### src/rtl/rr_mux_arbiter.sv
`timescale 1ns/1ps
// Round-robin owner selection for a shared N:1 mux with a hold limit,
// registered grant/select and a registered muxed output channel.
module rr_mux_arbiter #(
    parameter  int N        = 4,
    parameter  int WIDTH    = 8,
    parameter  int MAX_HOLD = 8,
    localparam int SELW     = $clog2(N)
) (
    input  logic                 clk,
    input  logic                 rst_n,
    input  logic [N-1:0]         req,
    input  logic [N*WIDTH-1:0]   data_in,
    output logic [N-1:0]         gnt,
    output logic [SELW-1:0]      sel,
    output logic                 out_valid,
    output logic [WIDTH-1:0]     out_data
);

    localparam int HW = (MAX_HOLD > 1) ? $clog2(MAX_HOLD) : 1;
    localparam logic [HW-1:0] HOLD_LAST = HW'(MAX_HOLD - 1);
    localparam logic [N-1:0] ONE = {{(N-1){1'b0}}, 1'b1};

    typedef enum logic {IDLE, BUSY} state_t;

    state_t          state, state_n;
    logic [SELW-1:0] ptr, ptr_n, sel_n, ptr_adv;
    logic [HW-1:0]   hold, hold_n;
    logic [N-1:0]    gnt_n, own;
    logic [SELW:0]   win;

    // Returns {found, index} of the first set bit at or after start, wrapping.
    function automatic logic [SELW:0] pick(
        input logic [N-1:0]    cand,
        input logic [SELW-1:0] start
    );
        logic            found;
        logic [SELW-1:0] idx;
        int              k;
        found = 1'b0;
        idx   = '0;
        for (int i = 0; i < N; i++) begin
            k = (int'(start) + i) % N;
            if (!found && cand[k]) begin
                found = 1'b1;
                idx   = SELW'(k);
            end
        end
        return {found, idx};
    endfunction

    assign own     = ONE << sel;
    assign ptr_adv = (sel == SELW'(N - 1)) ? '0 : sel + SELW'(1);

    always_comb begin
        state_n = state;
        sel_n   = sel;
        ptr_n   = ptr;
        hold_n  = hold;
        win     = '0;
        unique case (state)
            IDLE: begin
                win = pick(req, ptr);
                if (win[SELW]) begin
                    state_n = BUSY;
                    sel_n   = win[SELW-1:0];
                    hold_n  = '0;
                end
            end
            BUSY: begin
                if (!req[sel]) begin
                    ptr_n = ptr_adv;
                    win   = pick(req, ptr_adv);
                    if (win[SELW]) begin
                        sel_n  = win[SELW-1:0];
                        hold_n = '0;
                    end else begin
                        state_n = IDLE;
                    end
                end else if (hold == HOLD_LAST && |(req & ~own)) begin
                    ptr_n  = ptr_adv;
                    win    = pick(req & ~own, ptr_adv);
                    sel_n  = win[SELW-1:0];
                    hold_n = '0;
                end else if (hold != HOLD_LAST) begin
                    hold_n = hold + HW'(1);
                end
            end
            default: state_n = IDLE;
        endcase
        gnt_n = (state_n == BUSY) ? (ONE << sel_n) : '0;
    end

    always_ff @(posedge clk or negedge rst_n) begin
        if (!rst_n) begin
            state <= IDLE;
            sel   <= '0;
            ptr   <= '0;
            hold  <= '0;
            gnt   <= '0;
        end else begin
            state <= state_n;
            sel   <= sel_n;
            ptr   <= ptr_n;
            hold  <= hold_n;
            gnt   <= gnt_n;
        end
    end

    // Only a cycle where the owner still requests moves data.
    always_ff @(posedge clk or negedge rst_n) begin
        if (!rst_n) begin
            out_valid <= 1'b0;
            out_data  <= '0;
        end else begin
            out_valid <= (state == BUSY) && req[sel];
            if ((state == BUSY) && req[sel])
                out_data <= data_in[int'(sel)*WIDTH +: WIDTH];
        end
    end

endmodule

### config.mk
export PLATFORM = sky130hd
export DESIGN_NAME = rr_mux_arbiter
export DESIGN_NICKNAME = d
export VERILOG_FILES = /design/src/rtl/rr_mux_arbiter.sv
export SDC_FILE = /design/constraint.sdc
export NUM_CORES = 1
export LEC_CHECK = 0
export BUFFER_PORTS_ARGS = -buffer_cell sky130_fd_sc_hd__buf_2
export CORE_MARGIN = 10
export CORE_UTILIZATION = 43
export CTS_CLUSTER_DIAMETER = 30
export CTS_CLUSTER_SIZE = 25
export DETAILED_ROUTE_END_ITERATION = 8
export PLACE_DENSITY_LB_ADDON = 0.12
export SLEW_MARGIN = 5
export SYNTH_ARGS = -nofsm -noshare
export SYNTH_HDL_FRONTEND = slang
export SYNTH_SLANG_ARGS = --single-unit
### constraint.sdc
create_clock -name clk -period 3.55 [get_ports clk]
set_input_delay 0.71 -clock clk [delete_from_list [all_inputs] [get_ports clk]]
set_output_delay 0.71 -clock clk [all_outputs]
set_load 0.01 [all_outputs]
==> out/metrics.json <==
{
  "status": {
    "run_status": "finished clean"
  },
  "synthesis": {
    "synth_edf_count": 0,
    "yosys.cell_types.count": 65,
    "synth_nets": 274,
    "syn-cell-area_mm2": 0.00202,
    "synth_cells": 230,
    "postSynthAreaPerCell_um2": 8.80,
    "synth.ff_latch_count": 21,
    "postSynth.asyncResetShare_pct": 100,
    "synthFlopType": "dfrtp_1",
    "synthesis.yosys.warnings": 0,
    "synth.yosys.seq_area_share_pct": 26.0
  },
  "grt": {
    "gr-total-overflow": 0,
    "global_route.peak_usage_layer": "met2",
    "grt_util_met1_pct": 20.8,
    "grt_util_all_layers_pct": 14.9,
    "grt_start_max_net_pins": 34,
    "grtUsageMet2_pct": 23.0,
    "first_global_vias": 1863,
    "wire_length_of_the_first_global_routing_pass_um": 9450,
    "groute.layer.met3.usage_pct": 3.03,
    "antenna_violations_before_repair": 0
  },
  "clock_tree": {
    "insertion_delay_ps": 260,
    "post-cts-setup-buffer-count": 0,
    "tritoncts_num_sinks": 21,
    "cts_tree": "yes",
    "h-tree-depth": 1,
    "clkTransAtPathRegs_ps": 80,
    "cts-buffers-inserted": 3,
    "clock_path_buffers": 2,
    "ctsHoldBuffers": 0,
    "post_cts.resized_instances": 0,
    "clk_root_buffer_cell": "clkbuf_8"
  },
  "setup_path": {
    "crit_path_max_fanout": 14,
    "crit_path_end_kind": "flop",
    "startpoint_type": "flop",
    "reg2reg_from": "sel[1]$_DFF_PN0_",
    "r2r-end": "gnt[2]$_DFF_PN0_",
    "crit_start": "sel[1]$_DFF_PN0_",
    "r2r_slack_ps": 740,
    "timing_worst_setup_path_type": "flop to flop",
    "worstPathRequired_ps": 3670,
    "cp.arrival_ps": 2930,
    "rr_worst_depth": 8
  },
  "layout": {
    "final_cells": 321,
    "finish.net_count": 314,
    "n_antenna_cell": 0,
    "post_synthesis_to_final_layout_area_growth_pct": 14.6,
    "layout_cell_share_with_drive_strength_beyond_1_pct": 31.2
  },
  "placed_design": {
    "hpwlAfterDp_um": 4400,
    "place_congestion": 0.814,
    "placed_cells_incl_taps": 317,
    "numPortBuffers": 52
  },
  "drt": {
    "post_drt_wl_per_cell_um": 17.9,
    "route.antenna.remaining_nets": 0,
    "vias_per_cell": 5.98,
    "wirelength_um": 5740,
    "detail_route.drc_violations": 0,
    "pre_repair_dr_iteration_count": 4,
    "drtIter0Drc": 237,
    "vias_after_detailed_routing": 1919
  },
  "timing": {
    "fin_worst_skew_ps": 2.41,
    "final.setup.tns_ps": 0,
    "timing.fmax_mhz": 356,
    "timing.final.setup_violations": 0,
    "timing_max_transition_violations_final": 0,
    "worst_slew_slack_as_a_fraction_of_its_limit_pct": 48.1,
    "fin_crit_sh_pct": 79.1,
    "finalCriticalPeriod_ps": 2810,
    "finalHoldViolations": 0,
    "setup_repair_after_global_routing_missed_its_margin": "no",
    "timing_worst_slew_pin_value_ps": 771
  },
  "pwr": {
    "vdd_drop_max_mv": 0.534,
    "p_leak_uw": 0.00105,
    "pwr_density_cell_mw_per_mm2": 885
  },
  "hold_path": {
    "min_delay_worst_type": "input pin to async pin"
  },
  "die": {
    "core_region_area_mm2": 0.00444,
    "die_h_um": 88.6,
    "std_cell_rows": 24,
    "initial_core_util_pct": 45.5,
    "floorplan.io_pins": 53,
    "floorplan.die.width_um": 88.6,
    "die-area_mm2": 0.00785
  },
  "flow_run": {
    "timing.max_cap.violations": 0
  }
}
-- final cells by class --
cell class | count | area [um2]
fillers | 436 | 2130
multi-input cells | 176 | 1340
flip-flops and latches | 21 | 526
repair buffers | 57 | 298
well taps | 52 | 65.1
clock buffers | 3 | 41.3
inverters | 11 | 41.3
clock inverters | 1 | 5.00
-- worst max-delay path by stage --
| stage | endpoint | slack (ps) | depth (start not counted) |
|---|---|---|---|
| floorplan | gnt[2]$_DFF_PN0_ | 820 | 10 |
| detailed placement | gnt[2]$_DFF_PN0_ | 560 | 8 |
| global route | gnt[2]$_DFF_PN0_ | 530 | 8 |
| finish | gnt[2]$_DFF_PN0_ | 740 | 8 |
| global placement | gnt[2]$_DFF_PN0_ | 620 | 8 |
| CTS | gnt[2]$_DFF_PN0_ | 750 | 8 |
-- sequential cells by signal, summed over array words and instances (netlist names) --
register,flops
out_valid,1
out_data,8
hold,3
ptr,2
gnt,4
sel,2
state,1
-- logic make-up (layout without fill, tap and decap cells) --
group | Yosys count | after routing | synth area share [%]
mux | 14 | 14 | 13.2
buf+inv | 33 | 72 | 7.67
simple gates | 92 | 92 | 24.6
flops | 21 | 21 | 26.0
fa+ha+maj | 6 | 6 | 3.71
xor+xnor | 1 | 1 | 0.433
compound gates | 63 | 63 | 24.4
-- report_power, final --
part / internal [uW] / leakage (uW) / total, uW / switching (uW)
combinational: 624 / 0.000769 / 1470 / 843
sequential: 349 / 0.000258 / 428 / 79.0
clock: 78.2 / 0.0000255 / 157 / 78.3
-- cell usage in the layout (no fill, tap or decap), types with 2 or more instances in the layout --
cell and n:
nor3_1 4, buf_2 52, a21oi_1 11, and3_1 3, mux4_2 10, o21ai_0 10
inv_1 9, mux2i_1 2, nor2_1 11, dfrtp_1 21, o31ai_1 2, a21o_1 2
nand3b_1 2, mux2_2 2, nor4b_2 2, clkbuf_8 3, o211ai_1 4, a22o_1 2
nor3b_2 2, nor3b_1 2, a32oi_1 2, a311o_1 2, a211oi_1 2, ha_1 6
nand2b_1 5, nand2_1 38, a31oi_1 3, o21ai_1 3, buf_4 5, nor2b_1 9
nor4_1 3, nand3_1 3
-- critical path, stage by stage, from the launching register on --
cell,delay [ps]
dfrtp_1,440
buf_4,280
mux4_2,590
nand2_1,410
inv_1,300
nand2b_1,140
a221o_1,130
o2111ai_2,170
nor3b_2,200
-- stage by stage --
| stage | cell area (um2) | hold WS [ps] | setup WS, ps | power [uW] | utilization (%) |
|---|---|---|---|---|---|
| 3_3_place_gp | 2270 | 454 | 621 | 1900 | 51.1 |
| 3_5_place_dp | 2270 | 457 | 555 | 1900 | 51.1 |
| 4_1_cts | 2320 | 397 | 755 | 2060 | 52.2 |
| 2_1_floorplan | 2020 | 414 | 817 | 1560 | - |
| 6_report | 2320 | 383 | 740 | 2050 | 52.2 |
| 5_1_grt | 2320 | 414 | 529 | 2260 | 52.2 |
-- synthesized netlist by cell type (all sizes together) (2+ instances only) --
master | number | area [um2]
a32oi | 2 | 17.5
nand3 | 3 | 15.0
and3 | 3 | 18.8
mux2i | 2 | 20.0
inv | 10 | 37.5
a31oi | 3 | 18.8
nand2 | 38 | 143
a2111oi | 2 | 23.8
buf | 14 | 83.8
nand2b | 5 | 31.3
mux2 | 2 | 22.5
o21ai | 13 | 65.1
nor4 | 3 | 18.8
a311o | 2 | 20.0
nor2b | 9 | 56.3
clkbuf | 8 | 30.0
nor3b | 4 | 40.0
a211oi | 3 | 27.5
o31ai | 2 | 15.0
nor2 | 11 | 41.3
a21oi | 11 | 55.1
nand3b | 2 | 15.0
o311ai | 3 | 43.8
mux4 | 10 | 225
nor3 | 4 | 20.0
ha | 6 | 75.1
dfrtp | 21 | 526
a22o | 2 | 17.5
o211ai | 4 | 30.0
a21o | 2 | 15.0
nor4b | 2 | 30.0
-- routing by layer --
layer,share of wire [%],up-vias
met2,49,70
met5,0,-
met3,6.8,6
met4,0.63,0
met1,43,909
li1,-,934
No activity file was read; power rests on OpenSTA's default activity.
